===== src/rtl/lvds_pattern_gen.sv =====
// lvds_pattern_gen: video timing generator with a selectable test pattern.
// Four patterns are available: colour bars, gradient, checkerboard and solid.
// Every output is registered one pixel after the counter state it reflects.
// Optional feature: define LVDS_PATTERN_GEN_LED_EN to get the led heartbeat;
// without it, led is tied low.
module lvds_pattern_gen #(
  parameter int H_ACTIVE  = 1366,
  parameter int H_FP      = 1,
  parameter int H_SW      = 24,
  parameter int H_BP      = 25,
  parameter int V_ACTIVE  = 768,
  parameter int V_FP      = 1,
  parameter int V_SW      = 5,
  parameter int V_BP      = 6,
  parameter int BARS_LOG2 = 3,
  parameter int BAR_SHIFT = 7,
  parameter int CHK_SHIFT = 5,
  parameter int LED_DIV   = 36000000
) (
  input  logic                            clk,
  input  logic                            rst,
  input  logic                            pix_en,
  input  logic [1:0]                      mode,
  input  logic [16*(1<<BARS_LOG2)-1:0]    palette,
  output logic                            de,
  output logic                            hsync,
  output logic                            vsync,
  output logic [7:0]                      red,
  output logic [7:0]                      green,
  output logic [7:0]                      blue,
  output logic                            frame_start,
  output logic                            led
);

  localparam int BARS    = 1 << BARS_LOG2;
  localparam int H_TOTAL = H_ACTIVE + H_FP + H_SW + H_BP;
  localparam int V_TOTAL = V_ACTIVE + V_FP + V_SW + V_BP;
  // Counters are kept wide enough for the gradient (hcnt[7:0]) and the
  // checkerboard bit, even when the timing itself needs fewer bits.
  localparam int HW0 = $clog2(H_TOTAL);
  localparam int HW1 = (HW0 > 8) ? HW0 : 8;
  localparam int HW  = (HW1 > CHK_SHIFT + 1) ? HW1 : CHK_SHIFT + 1;
  localparam int VW0 = $clog2(V_TOTAL);
  localparam int VW  = (VW0 > CHK_SHIFT + 1) ? VW0 : CHK_SHIFT + 1;

  typedef enum logic [1:0] {
    PAT_BARS  = 2'd0,
    PAT_GRAD  = 2'd1,
    PAT_CHK   = 2'd2,
    PAT_SOLID = 2'd3
  } pat_t;

  logic [HW-1:0]        hcnt;
  logic [VW-1:0]        vcnt;
  pat_t                 mode_q;

  logic                 at_origin;
  pat_t                 pat;
  logic                 de_c, hs_c, vs_c;
  logic [HW-1:0]        bar_idx;
  logic [BARS_LOG2-1:0] bar_k;
  logic [15:0]          bar_px;
  logic [23:0]          rgb_c;

  // Palette word to 24-bit colour: B[15:11], R[10:6], G[5:1], 5->8 bit expand.
  function automatic logic [23:0] decode(input logic [15:0] p);
    logic [4:0] r5, g5, b5;
    b5 = p[15:11];
    r5 = p[10:6];
    g5 = p[5:1];
    return {r5, r5[4:2], g5, g5[4:2], b5, b5[4:2]};
  endfunction

  // Raster position counters; hold while pix_en is low.
  always_ff @(posedge clk) begin
    if (rst) begin
      hcnt <= '0;
      vcnt <= '0;
    end else if (pix_en) begin
      if (hcnt == HW'(H_TOTAL - 1)) begin
        hcnt <= '0;
        vcnt <= (vcnt == VW'(V_TOTAL - 1)) ? '0 : vcnt + 1'b1;
      end else begin
        hcnt <= hcnt + 1'b1;
      end
    end
  end

  // Active pattern is only taken at the frame origin so frames never tear.
  always_ff @(posedge clk) begin
    if (rst)
      mode_q <= PAT_BARS;
    else if (pix_en && at_origin)
      mode_q <= pat_t'(mode);
  end

  // Timing flags and pixel colour for the current counter position.
  always_comb begin
    at_origin = (hcnt == '0) && (vcnt == '0);
    // The origin pixel already belongs to the new frame, so it uses the
    // incoming mode directly rather than the not-yet-updated register.
    pat     = at_origin ? pat_t'(mode) : mode_q;
    de_c    = (hcnt < HW'(H_ACTIVE)) && (vcnt < VW'(V_ACTIVE));
    hs_c    = !((hcnt >= HW'(H_ACTIVE + H_FP)) &&
                (hcnt <  HW'(H_ACTIVE + H_FP + H_SW)));
    vs_c    = !((vcnt >= VW'(V_ACTIVE + V_FP)) &&
                (vcnt <  VW'(V_ACTIVE + V_FP + V_SW)));
    bar_idx = hcnt >> BAR_SHIFT;
    bar_k   = (bar_idx > HW'(BARS - 1)) ? BARS_LOG2'(BARS - 1)
                                        : bar_idx[BARS_LOG2-1:0];
    bar_px  = palette[{bar_k, 4'b0000} +: 16];
    rgb_c   = '0;
    case (pat)
      PAT_BARS:  rgb_c = decode(bar_px);
      PAT_GRAD:  rgb_c = {3{hcnt[7:0]}};
      PAT_CHK:   rgb_c = (hcnt[CHK_SHIFT] ^ vcnt[CHK_SHIFT]) ? '1 : '0;
      PAT_SOLID: rgb_c = decode(palette[15:0]);
      default:   rgb_c = '0;
    endcase
    if (!de_c)
      rgb_c = '0;
  end

  // Output register: one pixel of latency, frozen while pix_en is low.
  always_ff @(posedge clk) begin
    if (rst) begin
      de          <= 1'b0;
      hsync       <= 1'b1;
      vsync       <= 1'b1;
      red         <= '0;
      green       <= '0;
      blue        <= '0;
      frame_start <= 1'b0;
    end else if (pix_en) begin
      de          <= de_c;
      hsync       <= hs_c;
      vsync       <= vs_c;
      {red, green, blue} <= rgb_c;
      frame_start <= at_origin;
    end
  end

`ifdef LVDS_PATTERN_GEN_LED_EN
  localparam int LW = (LED_DIV > 1) ? $clog2(LED_DIV) : 1;
  logic [LW-1:0] led_cnt;

  // Heartbeat: free-running divider, toggles led every LED_DIV clocks.
  always_ff @(posedge clk) begin
    if (rst) begin
      led_cnt <= '0;
      led     <= 1'b0;
    end else if (led_cnt == LW'(LED_DIV - 1)) begin
      led_cnt <= '0;
      led     <= ~led;
    end else begin
      led_cnt <= led_cnt + 1'b1;
    end
  end
`else
  assign led = 1'b0;
`endif

endmodule


===== config.mk =====
export PLATFORM = sky130hd
export DESIGN_NAME = lvds_pattern_gen
export DESIGN_NICKNAME = d
export VERILOG_FILES = /design/src/rtl/lvds_pattern_gen.sv
export SDC_FILE = /design/constraint.sdc
export NUM_CORES = 1
export LEC_CHECK = 0
export ABC_CLOCK_PERIOD_IN_PS = 3750
export CAP_MARGIN = 10
export CORE_MARGIN = 2
export CORE_UTILIZATION = 35
export CTS_BUF_LIST = sky130_fd_sc_hd__clkbuf_4
export CTS_CLUSTER_SIZE = 14
export DETAILED_ROUTE_END_ITERATION = 8
export PLACE_DENSITY = 0.76
export SYNTH_ARGS = -nofsm -noshare
export SYNTH_HDL_FRONTEND = slang
export SYNTH_SLANG_ARGS = --single-unit

===== constraint.sdc =====
create_clock -name clk -period 3.75 [get_ports clk]
set_input_delay 0.375 -clock clk [delete_from_list [all_inputs] [get_ports clk]]
set_output_delay 0.375 -clock clk [all_outputs]
set_load 0.1 [all_outputs]

# Yosys cells after proc, flatten, opt, wreduce, memory -nomap -nowiden
# Cells that the tools add are included.
# word_totals
regBits	51
input_bits	133
output_inout_bits	29
# op_classes
add_sub_neg	2
n_lt_le_gt_ge	7
eq_ne	5
shift	1
n_mux	7
n_bitwise	1
reduce_logical	11
# ops
op	count
$shiftx 128x8->16	1
$pmux 24 s4	1
$mux 24	2
$lt 11x11->1 const B	2
$lt 10x10->1 const B	2
$add 11x1->11 const B	1
$eq 11x11->1 const B	1
$ge 11x11->1 const B	1
$logic_not 11->1	1
$mux 11	1
$add 10x1->10 const B	1
$eq 10x10->1 const B	1
$ge 10x10->1 const B	1
$logic_not 10->1	1
$mux 10	1
$logic_and 1x1->1	5
$eq 2x2->1 const B	2
$gt 4x3->1 const B	1
$mux 3	1
$eq 2x1->1 const B	1
$logic_not 1->1	2
$logic_not 2->1	1
$mux 2	1
$reduce_and 2->1	1
$xor 1x1->1	1

# Longest topological paths before layout
# depth
ltp_word	6
ltp_mapped	10
ltp_nobuf	8

# Least setup slack after synthesis
# Ideal clock, no wire load.
# synth_path
kind	reg2reg
startpoint	register hcnt[0]
endpoint	register blue[0]
setup_ps	119
arrival_ps	2126
required_time_ps	3631
slack_ps	1505
path_stages_with_launch	11
path_buffers	2
period_less_slack_ps	2245
path_cell_list	dfxtp_1 clkbuf_1 inv_1 ha_1 nor4b_4 and4_1 nand3_1 clkbuf_1 nand3_2 a21o_1 a32o_1
# synth_between
elab_chain_cells	6
# synth_rtl
element	line	text
from (decl)	53	logic [HW-1:0] hcnt;
from (signal assigned)	84	hcnt <= hcnt + 1'b1;
$logic_not 11->1	99	at_origin = (hcnt == '0) && (vcnt == '0);
$logic_and 1x1->1	99	
$mux 2	102	pat = at_origin ? pat_t'(mode) : mode_q;
$eq 2x2->1 (tied with other cells)	113	case (pat)
$pmux 24 s4	113	
$mux 24 *	120	if (!de_c)
to (signal assigned)	138	{red, green, blue} <= rgb_c;
to (decl)	30	output logic [7:0] blue,
# Mark *: on every way between the ends. The rest lies on a longest branch, timed or not.
# A chain may end at the register's enable or synchronous reset.

# Worst setup path in the final report
# layout_path
startpoint	register hcnt[10]
endpoint	register blue[3]
# layout_between
elab_chain_cells	6
# layout_rtl
element	line
parallel branches: the longest is 5 deep, another holds $gt 4x3->1	--
$mux 24 *	120
# Mark *: on every way between the ends.

==> flow_metrics.env <==
export IMPL_wirelength_um=11900
export IMPL_groute_layer_met2_usage_pct=37.6
export IMPL_crit_path_start_kind="flip-flop"
export IMPL_synth_seq_area_share_pct=28.2
export IMPL_yosysMostFrequentCell="dfxtp_1"
export IMPL_worstPathRequired_ns=4.04
export IMPL_timing_final_crit_period_ns=3.12
export IMPL_cp_arrival_ns=3.41
export IMPL_powerDensity_nw_per_um2=298
export IMPL_yosys_warnings=0
export IMPL_grt_max_degree=25
export IMPL_pin_count=162
export IMPL_initial_utilization_pct=35.6
export IMPL_synth_mux_area_share_pct=19.7
export IMPL_postCtsSetupRepairBufs=0
export IMPL_drc=0
export IMPL_vias=3752
export IMPL_p_leak_nw=1.92
export IMPL_cts_buffer_depth=2
export IMPL_num_rows=37
export IMPL_synth_top_family_by_area="compound AO/OA/AOI/OAI gates"
export IMPL_synthTopCellsByArea="dfxtp_1 (28%), mux4_2 (19%), nor2_1 (3.9%)"
export IMPL_hold_start="red[5]"
export IMPL_grt_util_met1_pct=26.3
export IMPL_design_die_area_um2=11200
export IMPL_max_cap_violations=0
export IMPL_globalplace_congestion=0.928
export IMPL_r2r_cells=6
export IMPL_cp_startpoint="hcnt[10]"
export IMPL_worst_slack_ns=0.633
export IMPL_worstMarginPinSlew_ns=1.10
export IMPL_viasPerCell=5.65
export IMPL_drtPass1Iterations=5
export IMPL_seqCellArea_um2=1020
export IMPL_n_fill_cell=958
export IMPL_use_met3_pct=4.02
export IMPL_status="complete, no violations"
export IMPL_endpoint_kind="flip-flop"
export IMPL_cts_resized=0
export IMPL_r2r_start="hcnt[10]"
export IMPL_post_route_period_util_pct=83.1
export IMPL_io_buffers=152
export IMPL_avgSynthCellArea_um2=9.37
export IMPL_syn_inst=387
export IMPL_cts_tree="yes"
export IMPL_hold_depth=2
export IMPL_cts_num_sinks=51
export IMPL_maxSlewHeadroom_pct=26.4
export IMPL_finalInstanceArea_um2=5320
export IMPL_gr_total_overflow=0
export IMPL_cts_buffers=5
export IMPL_max_freq_ghz=0.321
export IMPL_final_nets=666
export IMPL_ir_worst_vdd_mv=0.175
export IMPL_maxSlewViolCount=0
export IMPL_grt_use_total_pct=21.6
export IMPL_rsz0062_at_grt="no"
export IMPL_antenna_found_initial=0
export IMPL_synthSimpleGateAreaFrac_pct=20.4
export IMPL_fin_util_pct=52.3
export IMPL_post_place_ws_ns=0.692
export IMPL_drive_above_1_share_pct=11.2
export IMPL_die_x_um=106
export IMPL_htreeDepth=2
export IMPL_busiest_layer="met2"
export IMPL_synth_common_cells="dfxtp_1 (51), nor2_1 (38), nand2_1 (37), mux4_2 (30), a21o_1 (18)"
export IMPL_yosysTopAreaCell="dfxtp_1"
export IMPL_synthXorXnorAreaFrac_pct=3.86
export IMPL_synthArstFlopShare_pct=0
export IMPL_synth_distinct_cells=50
export IMPL_hold_class="reg -> reg"
export IMPL_critPathKind="reg -> reg"
export IMPL_drtIter0Drc=241
export IMPL_diodes=0
export IMPL_clk_pin_slew_ns=0.15
export IMPL_wl_per_cell_um=18.0
export IMPL_grt_pass1_wl_um=19200
export IMPL_skew_ns=0.0127
export IMPL_crit_fanout=20
export IMPL_report_final_hold_viol_count=0
export IMPL_antenna_left=0
export IMPL_cts_hold_buffers=0
export IMPL_multi_input_area_um2=2430
export IMPL_setup_viol=0
export IMPL_power_total_w=0.00159
export IMPL_synth_compound_area_share_pct=21.0
export IMPL_dp_hpwl_um=9760
export IMPL_synth_top_cell_area_share_pct=28.2
export IMPL_synth_seq_cells=51
export IMPL_grt_pass1_vias=3776
export IMPL_synth_edf_count=0
export IMPL_synthAdderAreaFrac_pct=2.07
export IMPL_die_h_um=106
export IMPL_netlist_area_um2=3630
export IMPL_cts_root_buffer="clkbuf_4"
export IMPL_placed_area_um2=5240
export IMPL_clk_latency_ns=0.37
export IMPL_synth_main_ff_cell="dfxtp_1"
export IMPL_area_growth_syn_to_layout_pct=46.8
export IMPL_coreArea_um2=10200
export IMPL_setup_tns_final_ns=0
export IMPL_syn_nets=526
-- flip-flops by register name (all words and copies together) (netlist names) --
register     flops
frame_start      1
green            8
vcnt            10
hsync            1
blue             8
de               1
vsync            1
hcnt            11
mode_q           2
red              8
-- path summary, 6_finish.rpt --
| path | end | slack, ns |
|---|---|---|
| max | blue[3] | 0.63 |
| max reg2reg | blue[3] | 0.63 |
| min | red[5] | 0.46 |
| min reg2reg | red[5] | 0.46 |
-- metal layers --
metal / part of all wire [%] / up-vias
met3: 7.0 / 28
li1: - / 1757
met2: 50 / 198
met5: 0 / -
met1: 40 / 1769
met4: 3.3 / 0
-- per-stage QoR --
step	hold WS [ns]	instances
5_1_grt	0.500	664
2_1_floorplan	0.495	387
4_1_cts	0.473	664
3_5_place_dp	0.449	656
3_3_place_gp	0.444	656
6_report	0.464	664
-- final cells by class --
type                            count  area share, %
Multi-Input combinational cell    300           45.7
Sequential cell                    51           19.2
Inverter                            9          0.635
Clock inverter                      3          0.823
Clock buffer                        5          0.705
Tap cell                          136           3.20
Timing Repair Buffer              160           29.7
-- critical path, cell delays in order (launching register included) --
cell	delay, ns
dfxtp_1	0.51
nor2_2	0.70
nand4_2	0.25
o21ai_0	0.26
and2_1	0.71
a21oi_1	0.31
o31ai_1	0.29
-- placed cells by master (no fill, tap or decap), types with 2 or more instances in the layout --
| cell | netlist | layout |
|---|---|---|
| nand3_1 | 10 | 10 |
| xor2_1 | 6 | 6 |
| o41ai_1 | 3 | 3 |
| and3_1 | 9 | 9 |
| a211oi_1 | 3 | 3 |
| o21a_1 | 11 | 11 |
| clkdlybuf4s50_1 | 0 | 152 |
| xnor2_1 | 10 | 10 |
| mux2i_1 | 4 | 4 |
| nor4_4 | 2 | 2 |
| ha_1 | 6 | 6 |
| a32o_1 | 14 | 14 |
| nor2_2 | 2 | 2 |
| a221oi_1 | 8 | 8 |
| inv_1 | 9 | 9 |
| nor2b_1 | 3 | 3 |
| or2_2 | 2 | 2 |
| nand2b_1 | 3 | 3 |
| nor3_1 | 10 | 10 |
| a21oi_1 | 16 | 16 |
| a31oi_1 | 3 | 3 |
| or3_1 | 5 | 5 |
| nand4_1 | 4 | 4 |
| nor2_1 | 38 | 38 |
| clkbuf_4 | 0 | 5 |
| o31ai_1 | 9 | 9 |
| buf_4 | 3 | 8 |
| mux4_2 | 30 | 30 |
| o21ai_0 | 14 | 14 |
| a21o_1 | 18 | 18 |
| dfxtp_1 | 51 | 51 |
| and2_1 | 4 | 4 |
| nand2_1 | 37 | 37 |
| and4_1 | 2 | 2 |
-- power breakdown --
part	internal, W	switching, W
combinational	0.000265	0.000393
sequential	0.000578	0.0000246
clock	0.000141	0.000184
-- logic make-up after synthesis --
group | after synthesis
simple gates | 139
compound gates | 104
flops | 51
buf+inv | 36
mux | 34
xor+xnor | 16
fa+ha+maj | 6
other cells | 1
Note: power is estimated with default switching activity, not from simulation.
